--- src/rtl/branch_update_unit_if.sv ---
// Resolved-branch input bus and BTB write-port bus for branch_update_unit.
// The producer/BTB side uses master; the unit itself uses slave.
interface branch_update_unit_if;
   logic        res_valid;
   logic        res_ready;
   logic [31:0] res_pc;
   logic        res_taken;
   logic [31:0] res_target;
   logic [1:0]  res_pred_state;
   logic [31:0] res_pred_target;
   logic        flush;
   logic [31:0] flush_pc;
   logic        btb_wen;
   logic [31:0] btb_wsel;
   logic [1:0]  btb_wstate;
   logic [31:0] btb_wtarget;
   logic        btb_phit;
   logic        btb_stall;

   modport master (
      output res_valid, res_pc, res_taken, res_target, res_pred_state, res_pred_target, btb_stall,
      input  res_ready, flush, flush_pc, btb_wen, btb_wsel, btb_wstate, btb_wtarget, btb_phit
   );

   modport slave (
      input  res_valid, res_pc, res_taken, res_target, res_pred_state, res_pred_target, btb_stall,
      output res_ready, flush, flush_pc, btb_wen, btb_wsel, btb_wstate, btb_wtarget, btb_phit
   );
endinterface

--- src/rtl/branch_update_unit.sv ---
// Mispredict detection, registered flush and BTB update FIFO at EX/MEM.
// Optional BRANCH_UPDATE_STATS_EN adds saturating branch/mispredict counters.
module branch_update_unit #(
   parameter int DEPTH = 4,
   parameter int IDX_W = 8
) (
   input logic CLK,
   input logic RST,
   branch_update_unit_if.slave bu
`ifdef BRANCH_UPDATE_STATS_EN
   ,
   output logic [31:0] stat_branches,
   output logic [31:0] stat_mispred,
   input  logic        stat_clr
`endif
);
   localparam logic [1:0] BPRED_NS = 2'd0;
   localparam logic [1:0] BPRED_NH = 2'd1;
   localparam logic [1:0] BPRED_TS = 2'd2;
   localparam logic [1:0] BPRED_TH = 2'd3;
   localparam int AW = $clog2(DEPTH);

   if (DEPTH < 2 || (DEPTH & (DEPTH - 1)) != 0 || IDX_W < 1 || IDX_W > 30) begin : g_bad_param
      $error("branch_update_unit: DEPTH must be a power of 2 >= 2, IDX_W in 1..30");
   end

   typedef struct packed {
      logic [31:0] pc;
      logic [1:0]  state;
      logic [31:0] target;
      logic        phit;
   } upd_t;

   upd_t          mem [DEPTH];
   upd_t          entry;
   upd_t          head;
   logic [AW-1:0] wr_ptr;
   logic [AW-1:0] rd_ptr;
   logic [AW:0]   count;
   logic          pred_taken;
   logic          dir_miss;
   logic          tgt_miss;
   logic          mispredict;
   logic          push;
   logic          pop;
   logic          empty;
   logic [31:0]   fix_pc;

   always_comb begin
      pred_taken   = (bu.res_pred_state == BPRED_TS) || (bu.res_pred_state == BPRED_TH);
      dir_miss     = pred_taken != bu.res_taken;
      tgt_miss     = bu.res_taken && pred_taken && (bu.res_pred_target != bu.res_target);
      mispredict   = dir_miss || tgt_miss;
      fix_pc       = bu.res_taken ? bu.res_target : bu.res_pc + 32'd4;
      empty        = (count == '0);
      push         = bu.res_valid && bu.res_ready;
      pop          = !empty && !bu.btb_stall;
      entry.pc     = bu.res_pc;
      entry.state  = bu.res_pred_state;
      // A not-taken outcome rewrites the target the BTB already holds.
      entry.target = bu.res_taken ? bu.res_target : bu.res_pred_target;
      entry.phit   = !dir_miss;
      head         = empty ? '0 : mem[rd_ptr];
   end

   assign bu.res_ready   = count < (AW+1)'(DEPTH);
   assign bu.btb_wen     = !empty;
   assign bu.btb_wsel    = head.pc;
   assign bu.btb_wstate  = head.state;
   assign bu.btb_wtarget = head.target;
   assign bu.btb_phit    = head.phit;

   always_ff @(posedge CLK) begin
      if (push) mem[wr_ptr] <= entry;
   end

   always_ff @(posedge CLK) begin
      if (RST) begin
         wr_ptr      <= '0;
         rd_ptr      <= '0;
         count       <= '0;
         bu.flush    <= 1'b0;
         bu.flush_pc <= '0;
      end else begin
         if (push) wr_ptr <= wr_ptr + AW'(1);
         if (pop)  rd_ptr <= rd_ptr + AW'(1);
         case ({push, pop})
            2'b10:   count <= count + (AW+1)'(1);
            2'b01:   count <= count - (AW+1)'(1);
            default: count <= count;
         endcase
         bu.flush    <= push && mispredict;
         bu.flush_pc <= (push && mispredict) ? fix_pc : '0;
      end
   end

`ifdef BRANCH_UPDATE_STATS_EN
   always_ff @(posedge CLK) begin
      if (RST || stat_clr) begin
         stat_branches <= '0;
         stat_mispred  <= '0;
      end else begin
         if (push && stat_branches != '1) stat_branches <= stat_branches + 32'd1;
         if (push && mispredict && stat_mispred != '1) stat_mispred <= stat_mispred + 32'd1;
      end
   end
`endif
endmodule

--- src/flat_wrapper.sv ---
// flat-port wrapper written by rule: the top's interface ports become plain ports
module branch_update_unit_flat 
#(
   parameter int DEPTH = 4,
   parameter int IDX_W = 8
)
  (CLK, RST, bu_res_valid, bu_res_pc, bu_res_taken, bu_res_target, bu_res_pred_state, bu_res_pred_target, bu_btb_stall, bu_res_ready, bu_flush, bu_flush_pc, bu_btb_wen, bu_btb_wsel, bu_btb_wstate, bu_btb_wtarget, bu_btb_phit);
  branch_update_unit_if bu_i ();
  input logic CLK;
  input logic RST;
  input wire logic [$bits(bu_i.res_valid)-1:0] bu_res_valid;
  input wire logic [$bits(bu_i.res_pc)-1:0] bu_res_pc;
  input wire logic [$bits(bu_i.res_taken)-1:0] bu_res_taken;
  input wire logic [$bits(bu_i.res_target)-1:0] bu_res_target;
  input wire logic [$bits(bu_i.res_pred_state)-1:0] bu_res_pred_state;
  input wire logic [$bits(bu_i.res_pred_target)-1:0] bu_res_pred_target;
  input wire logic [$bits(bu_i.btb_stall)-1:0] bu_btb_stall;
  output wire logic [$bits(bu_i.res_ready)-1:0] bu_res_ready;
  output wire logic [$bits(bu_i.flush)-1:0] bu_flush;
  output wire logic [$bits(bu_i.flush_pc)-1:0] bu_flush_pc;
  output wire logic [$bits(bu_i.btb_wen)-1:0] bu_btb_wen;
  output wire logic [$bits(bu_i.btb_wsel)-1:0] bu_btb_wsel;
  output wire logic [$bits(bu_i.btb_wstate)-1:0] bu_btb_wstate;
  output wire logic [$bits(bu_i.btb_wtarget)-1:0] bu_btb_wtarget;
  output wire logic [$bits(bu_i.btb_phit)-1:0] bu_btb_phit;
  assign bu_i.res_valid = bu_res_valid;
  assign bu_i.res_pc = bu_res_pc;
  assign bu_i.res_taken = bu_res_taken;
  assign bu_i.res_target = bu_res_target;
  assign bu_i.res_pred_state = bu_res_pred_state;
  assign bu_i.res_pred_target = bu_res_pred_target;
  assign bu_i.btb_stall = bu_btb_stall;
  assign bu_res_ready = bu_i.res_ready;
  assign bu_flush = bu_i.flush;
  assign bu_flush_pc = bu_i.flush_pc;
  assign bu_btb_wen = bu_i.btb_wen;
  assign bu_btb_wsel = bu_i.btb_wsel;
  assign bu_btb_wstate = bu_i.btb_wstate;
  assign bu_btb_wtarget = bu_i.btb_wtarget;
  assign bu_btb_phit = bu_i.btb_phit;
  branch_update_unit #(.DEPTH(DEPTH), .IDX_W(IDX_W)) u_core (.CLK(CLK), .RST(RST), .bu(bu_i));
endmodule
--- config.mk ---
export PLATFORM = sky130hd
export DESIGN_NAME = branch_update_unit_flat
export DESIGN_NICKNAME = d
export VERILOG_FILES = /design/src/rtl/branch_update_unit_if.sv /design/src/rtl/branch_update_unit.sv /design/src/flat_wrapper.sv
export SDC_FILE = /design/constraint.sdc
export NUM_CORES = 1
export LEC_CHECK = 0
export BUFFER_PORTS_ARGS = -buffer_cell sky130_fd_sc_hd__buf_2
export CAP_MARGIN = 20
export CORE_ASPECT_RATIO = 1.5
export CORE_MARGIN = 4
export CORE_UTILIZATION = 42
export DETAILED_ROUTE_END_ITERATION = 16
export MAX_ROUTING_LAYER = met4
export PLACE_DENSITY = 0.58
export RECOVER_POWER = 100
export SKIP_LAST_GASP = 1
export SLEW_MARGIN = 20
export SYNTH_ARGS = -nofsm -noshare
export SYNTH_HDL_FRONTEND = slang
export SYNTH_SLANG_ARGS = --single-unit
export TNS_END_PERCENT = 100
--- constraint.sdc ---
create_clock -name CLK -period 3.05 [get_ports CLK]
set_input_delay 0.1525 -clock CLK [delete_from_list [all_inputs] [get_ports CLK]]
set_output_delay 0.1525 -clock CLK [all_outputs]
set_load 0.1 [all_outputs]
Word level (Yosys, flattened, before mapping) --
Memory sizes are Yosys's and may differ from the RTL's. A register that Yosys moved wholly into a read port is not among the register bits. Cells that the tools add are included.
Word-level totals: input bits 103, bits in registers 40, memory bits (writable) 268, memories 1
Cells by class: reductions and logical operators 13, add/sub/neg operators 5, muxes and demuxes 8, eq/ne operators 6, order comparisons 1, bitwise logic cells 1
Memory list:
- u_core.mem | words 4, bits a word 67, rd ports 1, clocked after Yosys merged registers in 1, write ports 1, RTL line branch_update_unit.sv:34 | upd_t mem [DEPTH];
Operators with widths (number):
- 2-to-1 mux 67 bit | 1
- 2-to-1 mux 32 bit | 2
- adder 32 x 3 -> 32 bit (second input constant) | 1
- != test 32 bit | 1
- equality test 2 bit (second input constant) | 3
- case mux 3 bit (2 select lines) | 1
- logical AND 1 bit | 5
- adder 2 x 1 -> 2 bit (second input constant) | 2
- 2-to-1 mux 2 bit | 2
- adder 3 x 1 -> 3 bit (second input constant) | 1
- zero test 1 bit | 3
- zero test 3 bit | 1
- < comparator 3 bit (second input constant) | 1
- subtractor 3 x 1 -> 3 bit (second input constant) | 1
- equality test 2 x 1 -> 1 bit (second input constant) | 1
- logical OR 1 bit | 2
- 2-to-1 mux 1 bit | 2
- nonzero test 2 bit | 1
- OR reduction 2 bit | 1
- != test 1 bit | 1
- NOT 1 bit | 1

Longest topological paths before layout --
word-level depth 8, mapped depth 8, gate-level depth less buffers 8

Worst setup path after synthesis --
Ideal clock, no wire load.
path type reg-to-reg, start point register u_core.count[2], end point memory u_core.mem[1][0] in the netlist's numbering (enable), arrival 2232 ps, cell stages (with the launch flop) 3, path slack 386 ps, library setup time 432 ps, clock period less this slack 2664 ps, buffers on the path 0, required time 2618 ps, cells stage by stage dfxtp_1 -> nor2b_1 -> and2_1
Between the ends: longest elaborated chain between the ends 4
RTL lines:
- start, declared | RTL line branch_update_unit.sv:39 | logic [AW:0] count;
- start signal, assigned | RTL line branch_update_unit.sv:88 | 2'b10: count <= count + (AW+1)'(1);
- start signal, assigned | RTL line branch_update_unit.sv:89 | 2'b01: count <= count - (AW+1)'(1);
- start signal, assigned | RTL line branch_update_unit.sv:90 | default: count <= count;
- < comparator 3 bit | RTL line branch_update_unit.sv:66 | assign bu.res_ready = count < (AW+1)'(DEPTH);
- logical AND 1 bit | RTL line branch_update_unit.sv:56 | push = bu.res_valid && bu.res_ready;
- 2-to-1 mux 1 bit | RTL line branch_update_unit.sv:74 | if (push) mem[wr_ptr] <= entry;
- 2-to-1 mux 1 bit (not written as such) | RTL line branch_update_unit.sv:74
- end, declared | RTL line branch_update_unit.sv:34
Every way passes these cells.

==> metrics.csv <==
stage,metric,value,unit
synthesis,Post-synth ARST share,0,%
cts,CTS resizes,0,
sta,Tmin final,2.76,ns
cts,latest clock arrival within the worst-skew pair,0.55,ns
floorplanning,Die Ht,224,um
cts,clock sink count,310,
pwr,peak supply drop,768,uV
sta,worst-margin pin slew,1.33,ns
run_status,status,finished clean,
synthesis,syn nets,899,
detailed_routing,drt total wl,34.2,mm
floorplanning,Initial Util,42.8,%
sta,Tcrit/Tclk final,90.5,%
global_routing,gr usage total,20.5,%
floorplanning,die width,152,um
synthesis,Synth Instances,788,
detailed_routing,Met1 Wirelength,14.2,mm
detailed_routing,DRC violations left,0,
sta,Max Slew Vio Count,0,
cells_and_area,fin nets,1183,
global_routing,initial antenna violation count,0,
synthesis,Syn Std Cell Area,0.0130,mm^2
floorplanning,standard-cell rows,78,
placed_design,gpl congestion,0.773,
sta,final hold vios,0,
synthesis,Synth Register Bits,310,
synthesis,predominant post-synthesis flop cell,edfxtp_1,
cts,CTS H-tree lvls,1,
cells_and_area,finished layout cell area,0.0161,mm^2
sta,RSZ-0062 raised after global routing,false,
cts,clock slew at reported path FFs,0.07,ns
setup_path,critical path launch point type,flop,
synthesis,Avg Synthesized Cell Area,16.5,um^2
setup_path,crit path kind,reg -> out,
detailed_routing,metal2 WL,17.3,mm
detailed_routing,DR top layer,met4,
cells_and_area,ant diodes,0,
synthesis,Yosys cell types,44,
sta,Final Skew,0.0136,ns
pwr,Pwr Total,16.9,mW
cells_and_area,Layout area overhead,23.6,%
cts,CTS tree,yes,
sta,Rel. slew slack,11.5,%
setup_path,Critical Path AT,2.61,ns
setup_path,Crit. End Element,output port,
placed_design,Port Buffers,204,
synthesis,Syn. warnings,0,
sta,FMAX,362,MHz
synthesis,Post-synth EDFFs,268,
placed_design,hpwl dp,23.0,mm
worst_hold_path,Worst Hold Class,in -> reg,
sta,setup violators final,0,
detailed_routing,antenna-violating nets left,0,
synthesis,sequential area share after synthesis,68.2,%
cts,Clock Tree Buf Depth,3,
placed_design,area post-placement,0.0147,mm^2
floorplanning,I/O pin total,205,
detailed_routing,DRT iter0 DRCs,380,
global_routing,largest net degree at the start of global routing,69,
global_routing,GRT Residual Overflow,0,
cells_and_area,layout cells sized above 1,25.1,%
cts,Num CTS Buffers,29,
detailed_routing,DR vias,7846,
sta,setup TNS,0,ns
flow_run,total of max-cap violations,0,
setup_path,required time worst endpoint,2.90,ns
floorplanning,total die area,0.0340,mm^2
cts,post-CTS setup buffers,0,
floorplanning,Core ar.,0.0304,mm^2
pwr,P per Cell Area,1050,mW/mm^2
detailed_routing,vias per cell,5.25,
cts,Root Buffer Master,clkbuf_16,
pwr,LEAKAGE,5.60,nW
global_routing,number of global-route vias before repair,8250,
setup_path,worst-path maximum fanout,22,
detailed_routing,drt pass-1 iters,4,
detailed_routing,WL/cell,22.9,um
global_routing,first-pass GRT wire length,51.6,mm
detailed_routing,met3 wire length,1.81,mm
[flip-flops by register name, summed over array words and instances, names as in the netlist, named ones only]
signal and flops:
u_core.mem 268, u_core.wr_ptr 2, u_core.count 3, u_core.rd_ptr 2
u_core.bu.flush_pc 32, u_core.bu.flush 1
[report_power, final]
part	internal [mW]	leakage [nW]	switching, mW	total [mW]
Sequential	5.15	2.81	0.210	5.36
Combinational	1.67	2.33	6.22	7.89
Clock	2.06	0.471	1.54	3.60
Total	8.89	5.60	7.97	16.9
[cell families (layout without fill, tap and decap cells)]
| logic type | after synthesis | in the layout | synth area share (%) |
|---|---|---|---|
| muxes | 92 | 92 | 13.7 |
| buffers and inverters | 67 | 373 | 1.98 |
| and+or+nand+nor | 178 | 178 | 7.73 |
| AOI/OAI and AO/OA | 77 | 77 | 3.81 |
| DFF | 310 | 310 | 68.2 |
| adders and majority gates | 8 | 8 | 0.826 |
| xor gates and xnor gates | 56 | 56 | 3.76 |
[per-layer routing]
layer | GRT usage, % | vias to the layer above
met1 | 26.2 | 3940
met2 | 34.0 | 237
met4 | 5.72 | 0
met3 | 3.61 | 55
li1 | - | 3614
met5 | - | -
[what timing repair did]
| item | in CTS | in global routing |
|---|---|---|
| hold buffers | 66 | 0 |
| hold endpoints to repair | 201 | 0 |
| endpoints found under the setup margin | 0 | 0 |
[cell usage in the layout, fill, tap and decap left out, types with 9 or more instances in the layout]
cell	n
edfxtp_1	268
buf_2	90
clkbuf_1	84
mux4_2	67
dlygate4sd3_1	66
and2_1	55
clkbuf_2	53
xor2_1	45
dfxtp_1	40
clkbuf_16	34
nand2_1	33
inv_1	25
o21ai_0	23
a21oi_1	21
nor2_1	20
mux2_1	18
nor4_1	17
and2_0	13
xnor2_1	11
a211oi_1	10
nand4_1	9
[synthesized netlist by cell type, types with 3 or more instances]
master / number / area share (%)
edfxtp_1: 268 / 62
and2_1: 71 / 3.4
mux4_2: 67 / 12
xor2_1: 45 / 3.0
dfxtp_1: 42 / 6.5
nand2_1: 33 / 0.95
clkbuf_1: 29 / 0.84
inv_1: 25 / 0.72
o21ai_0: 23 / 0.88
a21oi_1: 21 / 0.81
nor2_1: 20 / 0.58
mux2_2: 18 / 1.6
nor4_1: 15 / 0.72
xnor2_1: 11 / 0.74
a211oi_1: 10 / 0.58
buf_1: 8 / 0.23
nand4_1: 8 / 0.38
ha_1: 7 / 0.67
mux2i_1: 7 / 0.54
nand3_1: 7 / 0.27
nor3_1: 7 / 0.27
buf_2: 5 / 0.19
o31a_1: 5 / 0.34
a21boi_0: 4 / 0.23
and4_1: 4 / 0.27
a2111oi_0: 3 / 0.20
o21a_1: 3 / 0.17
or3_1: 3 / 0.14
[through the flow]
| step | util, % | worst slack [ns] | hold WS, ns | cells |
|---|---|---|---|---|
| after floorplan | - | 0.386 | 0.251 | 788 |
| after global placement | 48.4 | 0.806 | 0.380 | 1375 |
| after detailed placement | 48.4 | 0.780 | 0.383 | 1375 |
| after CTS | 53.7 | 0.250 | 0.00264 | 1494 |
| after global routing | 52.9 | 0.118 | 0.0167 | 1494 |
| final | 52.9 | 0.289 | 0.0210 | 1494 |
[path summary, 6_finish.rpt]
path / start / endpoint / slack, ns / cells past startpoint
max reg2reg: u_core.count[2] / u_core.mem[3][7] / 0.41 / 3
min: bu_res_target[21] / u_core.bu.flush_pc[21] / 0.02 / 3
min reg2reg: u_core.wr_ptr[1] / u_core.wr_ptr[1] / 0.51 / 2
max: flop / bu_btb_wtarget[16] / 0.29 / 4
[critical path, cell delays in order, from the launching register on]
cell,delay (ns)
dfxtp_4,0.70
buf_4,0.30
mux4_2,0.51
and2_1,0.18
clkbuf_2,0.37
[final cells by class]
class / count / area [um^2]
Sequential cell: 310 / 8900
Clock inverter: 9 / 57.6
Fill cell: 2648 / 14300
Clock buffer: 44 / 908
Tap cell: 400 / 500
Inverter: 25 / 93.8
Timing Repair Buffer: 295 / 1790
Multi-Input combinational cell: 411 / 3860
Power figures use the tool's default switching activity.
